$ cat config.mk
export PLATFORM = sky130hd
export DESIGN_NAME = sd_clk_gen
export DESIGN_NICKNAME = d
export VERILOG_FILES = /design/src/rtl/sd_hc_pkg.sv /design/src/rtl/sd_clk_div.sv /design/src/rtl/sd_clk_gen.sv
export SDC_FILE = /design/constraint.sdc
export NUM_CORES = 1
export LEC_CHECK = 0
export BUFFER_PORTS_ARGS = -buffer_cell sky130_fd_sc_hd__buf_4
export CAP_MARGIN = 10
export CORE_MARGIN = 10
export CORE_UTILIZATION = 45
export CTS_CLUSTER_SIZE = 20
export DETAILED_ROUTE_END_ITERATION = 8
export PLACE_DENSITY = 0.65
export SLEW_MARGIN = 30
export SYNTH_ARGS = -nofsm -noshare
export SYNTH_HDL_FRONTEND = slang
export SYNTH_SLANG_ARGS = --single-unit
export TNS_END_PERCENT = 20
$ cat constraint.sdc
create_clock -name ex_clk -period 2.5 [get_ports ex_clk]
set_input_delay 0.5 -clock ex_clk [delete_from_list [all_inputs] [get_ports ex_clk]]
set_output_delay 0.5 -clock ex_clk [all_outputs]
set_load 0.005 [all_outputs]
$ cat src/rtl/sd_hc_pkg.sv
// Shared SD host constants: clock FSM state encoding and clk_ctrl field positions.
package sd_hc_pkg;
  localparam logic [2:0] ST_OFF   = 3'd0;
  localparam logic [2:0] ST_STAB  = 3'd1;
  localparam logic [2:0] ST_READY = 3'd2;
  localparam logic [2:0] ST_RUN   = 3'd3;
  localparam logic [2:0] ST_PAUSE = 3'd4;

  localparam int ICE    = 0;
  localparam int ICS    = 1;
  localparam int SCE    = 2;
  localparam int FS_LSB = 8;
endpackage

$ cat src/rtl/sd_clk_div.sv
// Half-period counter and SDCLK toggle flop with registered rise/fall strobes.
// Held cleared (sd_clk low) whenever run is low; the half-period length is
// sampled only while idle and at each toggle, so a divider change never cuts a phase.
module sd_clk_div #(
  parameter int DIV_W = 8
) (
  input  logic             ex_clk,
  input  logic             ex_reset,
  input  logic             run,
  input  logic [DIV_W-1:0] div,
  output logic             tc,
  output logic             sd_clk,
  output logic             rise,
  output logic             fall
);
  logic [DIV_W-1:0] cnt, hp, hp_nxt;

  // N=0 behaves as N=1, so the terminal count is max(N,1)-1
  assign hp_nxt = (div == '0) ? '0 : div - DIV_W'(1);
  assign tc     = run && (cnt == hp);

  always_ff @(posedge ex_clk) begin
    if (ex_reset) begin
      cnt    <= '0;
      hp     <= '0;
      sd_clk <= 1'b0;
      rise   <= 1'b0;
      fall   <= 1'b0;
    end else if (!run) begin
      cnt    <= '0;
      hp     <= hp_nxt;
      sd_clk <= 1'b0;
      rise   <= 1'b0;
      fall   <= 1'b0;
    end else if (tc) begin
      cnt    <= '0;
      hp     <= hp_nxt;
      sd_clk <= ~sd_clk;
      rise   <= ~sd_clk;
      fall   <= sd_clk;
    end else begin
      cnt    <= cnt + DIV_W'(1);
      rise   <= 1'b0;
      fall   <= 1'b0;
    end
  end
endmodule

$ cat src/rtl/sd_clk_gen.sv
// SD host clock control: clk_ctrl register, stabilisation FSM and divided SDCLK.
// Optional SD_CLK_AUTO_STOP_EN adds the PAUSE state driven by stop_req.
module sd_clk_gen
  import sd_hc_pkg::*;
#(
  parameter int DIV_W         = 8,
  parameter int STABLE_CYCLES = 16,
  parameter int CNT_W         = 16
) (
  input  logic        ex_clk,
  input  logic        ex_reset,
  input  logic [15:0] clk_ctrl_in,
  input  logic        clk_ctrl_wr,
  output logic [15:0] clk_ctrl_out,
  input  logic        stop_req,
  output logic        sd_clk,
  output logic        sd_clk_rise,
  output logic        sd_clk_fall,
  output logic        clk_paused
);
  localparam logic [CNT_W-1:0] STAB_LAST = CNT_W'(STABLE_CYCLES - 1);

  logic             ice, sce, ice_nxt, sce_nxt, stable, tc, div_run;
  logic [DIV_W-1:0] fs, fs_nxt;
  logic [2:0]       state, state_nxt;
  logic [CNT_W-1:0] stab_cnt;

  // The FSM decodes the value being committed this edge, so a write acts
  // in the same cycle its readback becomes visible.
  assign ice_nxt = clk_ctrl_wr ? clk_ctrl_in[ICE] : ice;
  assign sce_nxt = clk_ctrl_wr ? clk_ctrl_in[SCE] : sce;
  assign fs_nxt  = clk_ctrl_wr ? clk_ctrl_in[FS_LSB +: DIV_W] : fs;

  always_ff @(posedge ex_clk) begin
    if (ex_reset) begin
      ice <= 1'b0;
      sce <= 1'b0;
      fs  <= '0;
    end else begin
      ice <= ice_nxt;
      sce <= sce_nxt;
      fs  <= fs_nxt;
    end
  end

  always_comb begin
    state_nxt = state;
    unique case (state)
      ST_OFF:   if (ice_nxt) state_nxt = ST_STAB;
      ST_STAB:  if (!ice_nxt) state_nxt = ST_OFF;
                else if (stab_cnt == STAB_LAST) state_nxt = ST_READY;
      ST_READY: if (!ice_nxt) state_nxt = ST_OFF;
                else if (sce_nxt) state_nxt = ST_RUN;
      // stop leaves on the falling toggle when high, at once when low unless
      // a rising toggle is already due
      ST_RUN:   if (!ice_nxt) state_nxt = ST_OFF;
                else if (!sce_nxt && (sd_clk ? tc : !tc)) state_nxt = ST_READY;
`ifdef SD_CLK_AUTO_STOP_EN
                else if (stop_req && tc && sd_clk) state_nxt = ST_PAUSE;
      ST_PAUSE: if (!ice_nxt) state_nxt = ST_OFF;
                else if (!sce_nxt) state_nxt = ST_READY;
                else if (!stop_req) state_nxt = ST_RUN;
`endif
      default:  state_nxt = ST_OFF;
    endcase
  end

  always_ff @(posedge ex_clk) begin
    if (ex_reset) begin
      state    <= ST_OFF;
      stab_cnt <= '0;
    end else begin
      state    <= state_nxt;
      stab_cnt <= (state == ST_STAB && state_nxt == ST_STAB) ? stab_cnt + CNT_W'(1) : '0;
    end
  end

  assign stable  = (state == ST_READY) || (state == ST_RUN) || (state == ST_PAUSE);
  assign div_run = (state == ST_RUN) && ice_nxt;

  sd_clk_div #(.DIV_W(DIV_W)) u_div (
    .ex_clk   (ex_clk),
    .ex_reset (ex_reset),
    .run      (div_run),
    .div      (fs_nxt),
    .tc       (tc),
    .sd_clk   (sd_clk),
    .rise     (sd_clk_rise),
    .fall     (sd_clk_fall)
  );

  always_comb begin
    clk_ctrl_out                   = '0;
    clk_ctrl_out[ICE]              = ice;
    clk_ctrl_out[ICS]              = stable;
    clk_ctrl_out[SCE]              = sce;
    clk_ctrl_out[FS_LSB +: DIV_W]  = fs;
  end

  logic unused_in;
  assign unused_in = ^{clk_ctrl_in[7:3], clk_ctrl_in[ICS]};

`ifdef SD_CLK_AUTO_STOP_EN
  assign clk_paused = (state == ST_PAUSE);
`else
  logic unused_stop;
  assign unused_stop = stop_req;
  assign clk_paused  = 1'b0;
`endif
endmodule

# [After elaboration in Yosys (flattened, before gate mapping)]
# Index checks and enable logic that the tools add are counted.
[word_totals] output_inout_bits=20 word_cells=54 regBits=48 in_bits=20
[classes] eq_ne=8 reduce_logical=14 n_bitwise=4 n_mux=15 n_addsub=3
[ops] op="8-bit 2-to-1 mux" n=4
[ops] op="3-bit 2-to-1 mux" n=7
[ops] op="16-bit by 1-bit adder with 16-bit output (second input constant)" n=1
[ops] op="16-bit by 4-bit equality test with 1-bit output (second input constant)" n=1
[ops] op="3-bit case mux with 4 select lines" n=1
[ops] op="8-bit by 1-bit adder with 8-bit output (second input constant)" n=1
[ops] op="8-bit equality test" n=1
[ops] op="8-bit zero test" n=1
[ops] op="8-bit by 1-bit subtractor with 8-bit output (second input constant)" n=1
[ops] op="3-bit by 1-bit equality test with 1-bit output (second input constant)" n=2
[ops] op="3-bit by 2-bit equality test with 1-bit output (second input constant)" n=2
[ops] op="3-bit OR reduction" n=2
[ops] op="1-bit logical AND" n=4
[ops] op="1-bit inverter" n=4
[ops] op="2-bit OR reduction" n=2
[ops] op="3-bit equality test (second input constant)" n=1
[ops] op="3-bit zero test" n=1
[ops] op="1-bit 2-to-1 mux" n=3
[ops] op="1-bit zero test" n=2
[ops] op="1-bit logical OR" n=2
[ops] op="2-bit != test (second input constant)" n=1

# [Longest topological paths before layout]
[depth] depth_word=13 ltp_mapped=7 ltp_nobuf=5

# [Modules after synthesis]
# A second synthesis with hierarchy kept.
[hier_totals] hier_cells=248 hier_area_um2=2369.8
[by_module_without_submodules] module="sd_clk_gen" cells_per_inst=140 n_inst=1 seq_area_each_um2=580.6 area_per_inst_um2=1373.8
[by_module_without_submodules] module="sd_clk_div" cells_per_inst=108 n_inst=1 seq_area_each_um2=380.4 area_per_inst_um2=996.0

# [Worst setup path before layout]
# OpenSTA, ideal clock, no wires.
[synth_timing] path_type="input to register" startpoint="input port clk_ctrl_wr" endpoint="register u_div.hp[2]" arrival_time_ns=1.918 cell_stages=7 required_time_ns=2.362 path_slack_ns=0.445 setup_time_ns=0.138 path_buffers=2 cell_sequence="buf_4 -> buf_4 -> mux2i_1 -> ha_1 -> o21ai_1 -> o21bai_1 -> o32ai_1"
[synth_via] elab_chain_cells=5 elab_cells_between_ends=10 cone_classes="1 x add/sub; 1 x eq/ne; 5 x mux; 3 x reduce/logical"
[synth_rtl] element="from (decl)" line_no="sd_clk_gen.sv:13" text="input logic clk_ctrl_wr,"
[synth_rtl] element="8-bit 2-to-1 mux" line_no="sd_clk_gen.sv:32" text="assign fs_nxt = clk_ctrl_wr ? clk_ctrl_in[FS_LSB +: DIV_W] : fs;"
[synth_rtl] element="8-bit by 1-bit subtractor with 8-bit output / 8-bit zero test (equally long branches)" line_no="sd_clk_div.sv:19" text="assign hp_nxt = (div == '0) ? '0 : div - DIV_W'(1);"
[synth_rtl] element="8-bit 2-to-1 mux" line_no="sd_clk_div.sv:19"
[synth_rtl] element="8-bit 2-to-1 mux" line_no="sd_clk_div.sv:35" text="end else if (tc) begin"
[synth_rtl] element="8-bit 2-to-1 mux" line_no="sd_clk_div.sv:29" text="end else if (!run) begin"
[synth_rtl] element="to (signal assigned)" line_no="sd_clk_div.sv:31" text="hp <= hp_nxt;"
[synth_rtl] element="to (signal assigned)" line_no="sd_clk_div.sv:37" text="hp <= hp_nxt;"
[synth_rtl] element="to (decl)" line_no="sd_clk_div.sv:16" text="logic [DIV_W-1:0] cnt, hp, hp_nxt;"
# Parallel ways exist; a longest one is shown, timed or not. The select of a mux whose other input is x is not followed.
# A chain may end at the register's enable or synchronous reset.

# [Worst setup path after layout]
[layout_timing] startpoint="register u_div.cnt[0]" endpoint="register u_div.hp[1]"
[layout_via] elab_chain_cells=3
[layout_rtl] element="from (decl)" line_no="sd_clk_div.sv:16"
[layout_rtl] element="from (signal assigned)" line_no="sd_clk_div.sv:42" text="cnt <= cnt + DIV_W'(1);"
[layout_rtl] element="8-bit equality test" line_no="sd_clk_div.sv:20" text="assign tc = run && (cnt == hp);"
[layout_rtl] element="1-bit logical AND" line_no="sd_clk_div.sv:20"
[layout_rtl] element="2-bit != test (no line)"
# Every way passes these cells.

==> out/results.ini <==
[synth]
syn_area_per_cell_sq_um=9.069
synth_top_area_cell=dfxtp_1
async_flop_share=0
ys_seq_elements=48
yosysSeqAreaShare=0.4307
yosysTopAreaCellShare=0.4307
synth_most_common_cell=dfxtp_1
syn_inst=246
ys.flop_type=dfxtp_1
synth_edf_count=0
synthTopCellsByArea=dfxtp_1 43%, xnor2_1 7.1%, nor2_1 5.4%
post_synth_num_cell_types=39
syn_area_sq_um=2231
synthTopCellsByCount=48 x dfxtp_1, 32 x nor2_1, 18 x xnor2_1
ys_warn_count=0

[global_routing]
grt_pass1_wl_microns=7707
grt_pass1_vias=1731
gr-total-overflow=0
antenna_found_initial=0
grt_max_degree=19
track_usage=0.1115

[cells_and_area]
n_fill_cell=483
fin_util=0.5379
diodes=0
fin_nets=295
multi_input_area_sq_um=1139
layout-drive-gt1-share=0.1465
syn_to_final_growth_pct=14.64
regArea_sq_um=960.9

[hold_path]
holdPathStages=1
hold_class=reg -> reg
min_to=stab_cnt[0]$_SDFF_PP0_
hold_start=stab_cnt[0]$_SDFF_PP0_

[power_and_ir_drop]
p_seq_frac=0.530
switching_share=0.2366
irDropWorstVdd_mv=0.3243
p_per_area_nw_per_um2=596.4
p_int_w=0.001164
p_comb_frac=0.107
power.switching_w=0.0003608
p_clk_frac=0.363
power_w=0.001525
p_leak_nw=0.9309

[worst_setup_path]
end_kind=register
rr_worst_depth=4
critPathMaxFanout=16
path_cells=xnor2_1 > nand4_1 > o211ai_2 > o32ai_1
start_kind=register
rr_startpoint=u_div.cnt[0]$_SDFF_PP0_
slowest_delay_ps=640
path_delay_family=compound AO/OA/AOI/OAI gates
worst-path-buf-inv=0
r2r-end=u_div.hp[1]$_SDFFE_PP0P_
crit_type=reg -> reg
crit_required_ps=2660
critPathArrivalTime_ps=2000
cpMaxStageDelayCell=o211ai_2
r2r_setup_slack_ps=650

[sta]
finalSetupTns_ps=0
period_needed_ps=1847
clock.fmax_ghz=0.5415
rsz0062_at_grt=false
slew_viol_final=0
finalHoldViolations=0
worstMarginPinSlew_ps=672.2
finalClockSkew_ps=5.794
fin_crit_sh=0.7387
setup_viol=0
relSlewSlack=0.5505

[placement]
place_congestion=0.7616
portBuffers=26
dp_hpwl_microns=3346

[routing]
wirelength_microns=4466
drt-initial-drc-count=69
viasPerCell=5.141
vias=1748
ant_nets=0
first_pass_iters=4
drcViolationCount=0
drt-wirelength-per-cell_microns=13.14

[floorplanning]
die_area_sq_um=8174
io_pins=40
core_area_sq_um=4755
row_count=25
die_w_microns=90.41
die_h_microns=90.41
initial_utilization=0.4692

[clock_network]
clockBufferDepth=2
tritoncts=yes
clock_tree.root_cell=clkbuf_8
postCtsHoldBufs=0
htreeDepth=2
clk_pin_slew_ps=90
cts_setup_buffers=0
cts.sinks=48
cts_buffers=5
cts_resized=0
insertion_delay_ps=300

[outcome]
status=finished clean

[job]
cap_violations=0

==> cells by family (layout without fill, tap and decap cells) <==
family,count (synthesis),in the layout,share of synthesized area
adders and majority gates,3,3,0.01683
AOI/OAI and AO/OA,34,34,0.1049
DFF,48,48,0.4307
buffers and inverters,29,50,0.06898
muxes,11,11,0.04936
other,1,7,0.001681
and+or+nand+nor,91,91,0.2137
xor gates and xnor gates,29,29,0.1139
==> layout by cell type (no fill, tap or decap), drive strengths merged <==
cell type / instances
and3b: 1
xnor2: 18
nand3: 11
o32ai: 8
nand4: 7
conb: 7
nor3b: 2
o221ai: 2
bufinv: 1
clkinvlp: 1
nor2: 32
and3: 3
or2: 1
o211ai: 2
mux2i: 11
nand2: 9
xor2: 11
and4: 4
or3: 3
ha: 3
o21bai: 1
nor4: 8
nor4b: 2
o31ai: 3
a41oi: 1
nor3: 5
clkbuf: 5
a21oi: 9
o21ai: 7
inv: 14
or4: 2
o21a: 1
buf: 28
dfxtp: 48
nand2b: 1
clkinv: 1
==> power by group through the flow <==
| stage | logic, W | clock network (W) | registers, W |
|---|---|---|---|
| 2_1_floorplan | 0.000119 | 0 | 0.000822 |
| 3_3_place_gp | 0.000162 | 0 | 0.000826 |
| 3_5_place_dp | 0.000163 | 0 | 0.000826 |
| 4_1_cts | 0.000164 | 0.000571 | 0.000809 |
| 5_1_grt | 0.000184 | 0.000602 | 0.000812 |
| 6_report | 0.000163 | 0.000554 | 0.000808 |
==> worst max-delay path by stage <==
stage	from	endpoint	slack [ps]	cells past startpoint
3_3_place_gp	clk_ctrl_wr	u_div.hp[1]$_SDFFE_PP0P_	480	7
4_1_cts	u_div.cnt[0]$_SDFF_PP0_	u_div.hp[1]$_SDFFE_PP0P_	620	4
5_1_grt	u_div.cnt[0]$_SDFF_PP0_	u_div.hp[5]$_SDFFE_PP0P_	450	4
6_report	u_div.cnt[0]$_SDFF_PP0_	u_div.hp[1]$_SDFFE_PP0P_	650	4
2_1_floorplan	clk_ctrl_wr	u_div.hp[2]$_SDFFE_PP0P_	440	7
3_5_place_dp	clk_ctrl_wr	u_div.hp[5]$_SDFFE_PP0P_	490	7
==> layout make-up <==
class                   instances  share of cell area
multi-input cells             175              0.4452
flip-flops and latches         48              0.3757
repair buffers                 28             0.08219
well taps                      67             0.03278
clock buffers                   5             0.02691
inverters                      14             0.02055
clock inverters                 3             0.01663
==> sequential cells by signal, summed over array words and instances, names as in the netlist, 3 cells and up <==
| name | cells |
|---|---|
| state | 3 |
| fs | 8 |
| stab_cnt | 16 |
| u_div.cnt | 8 |
| u_div.hp | 8 |
==> worst reg2reg max path: stages (launching register included) <==
cell and delay, ps:
dfxtp_1 450, xnor2_1 180, nand4_1 250, o211ai_2 640, o32ai_1 190
==> metal layers <==
| layer | GRT usage | part of all wire | up-vias |
|---|---|---|---|
| met3 | 0.03907 | 0.032 | 5 |
| met5 | 0 | 0 | - |
| met2 | 0.1925 | 0.50 | 18 |
| met4 | 0.03183 | 0.010 | 0 |
| met1 | 0.1265 | 0.46 | 817 |
| li1 | - | - | 908 |
==> stage by stage <==
stage / setup WS (ps) / cell area (sq um) / hold WS (ps) / cells
after floorplan: 444.5 / 2253 / 429.7 / 252
after global placement: 481.5 / 2446 / 445.5 / 332
after detailed placement: 486.7 / 2446 / 455.4 / 332
after CTS: 623.8 / 2557 / 472.2 / 340
after global routing: 453.2 / 2557 / 477.1 / 340
final: 653.3 / 2557 / 466.7 / 340
Power figures use the tool's default switching activity.
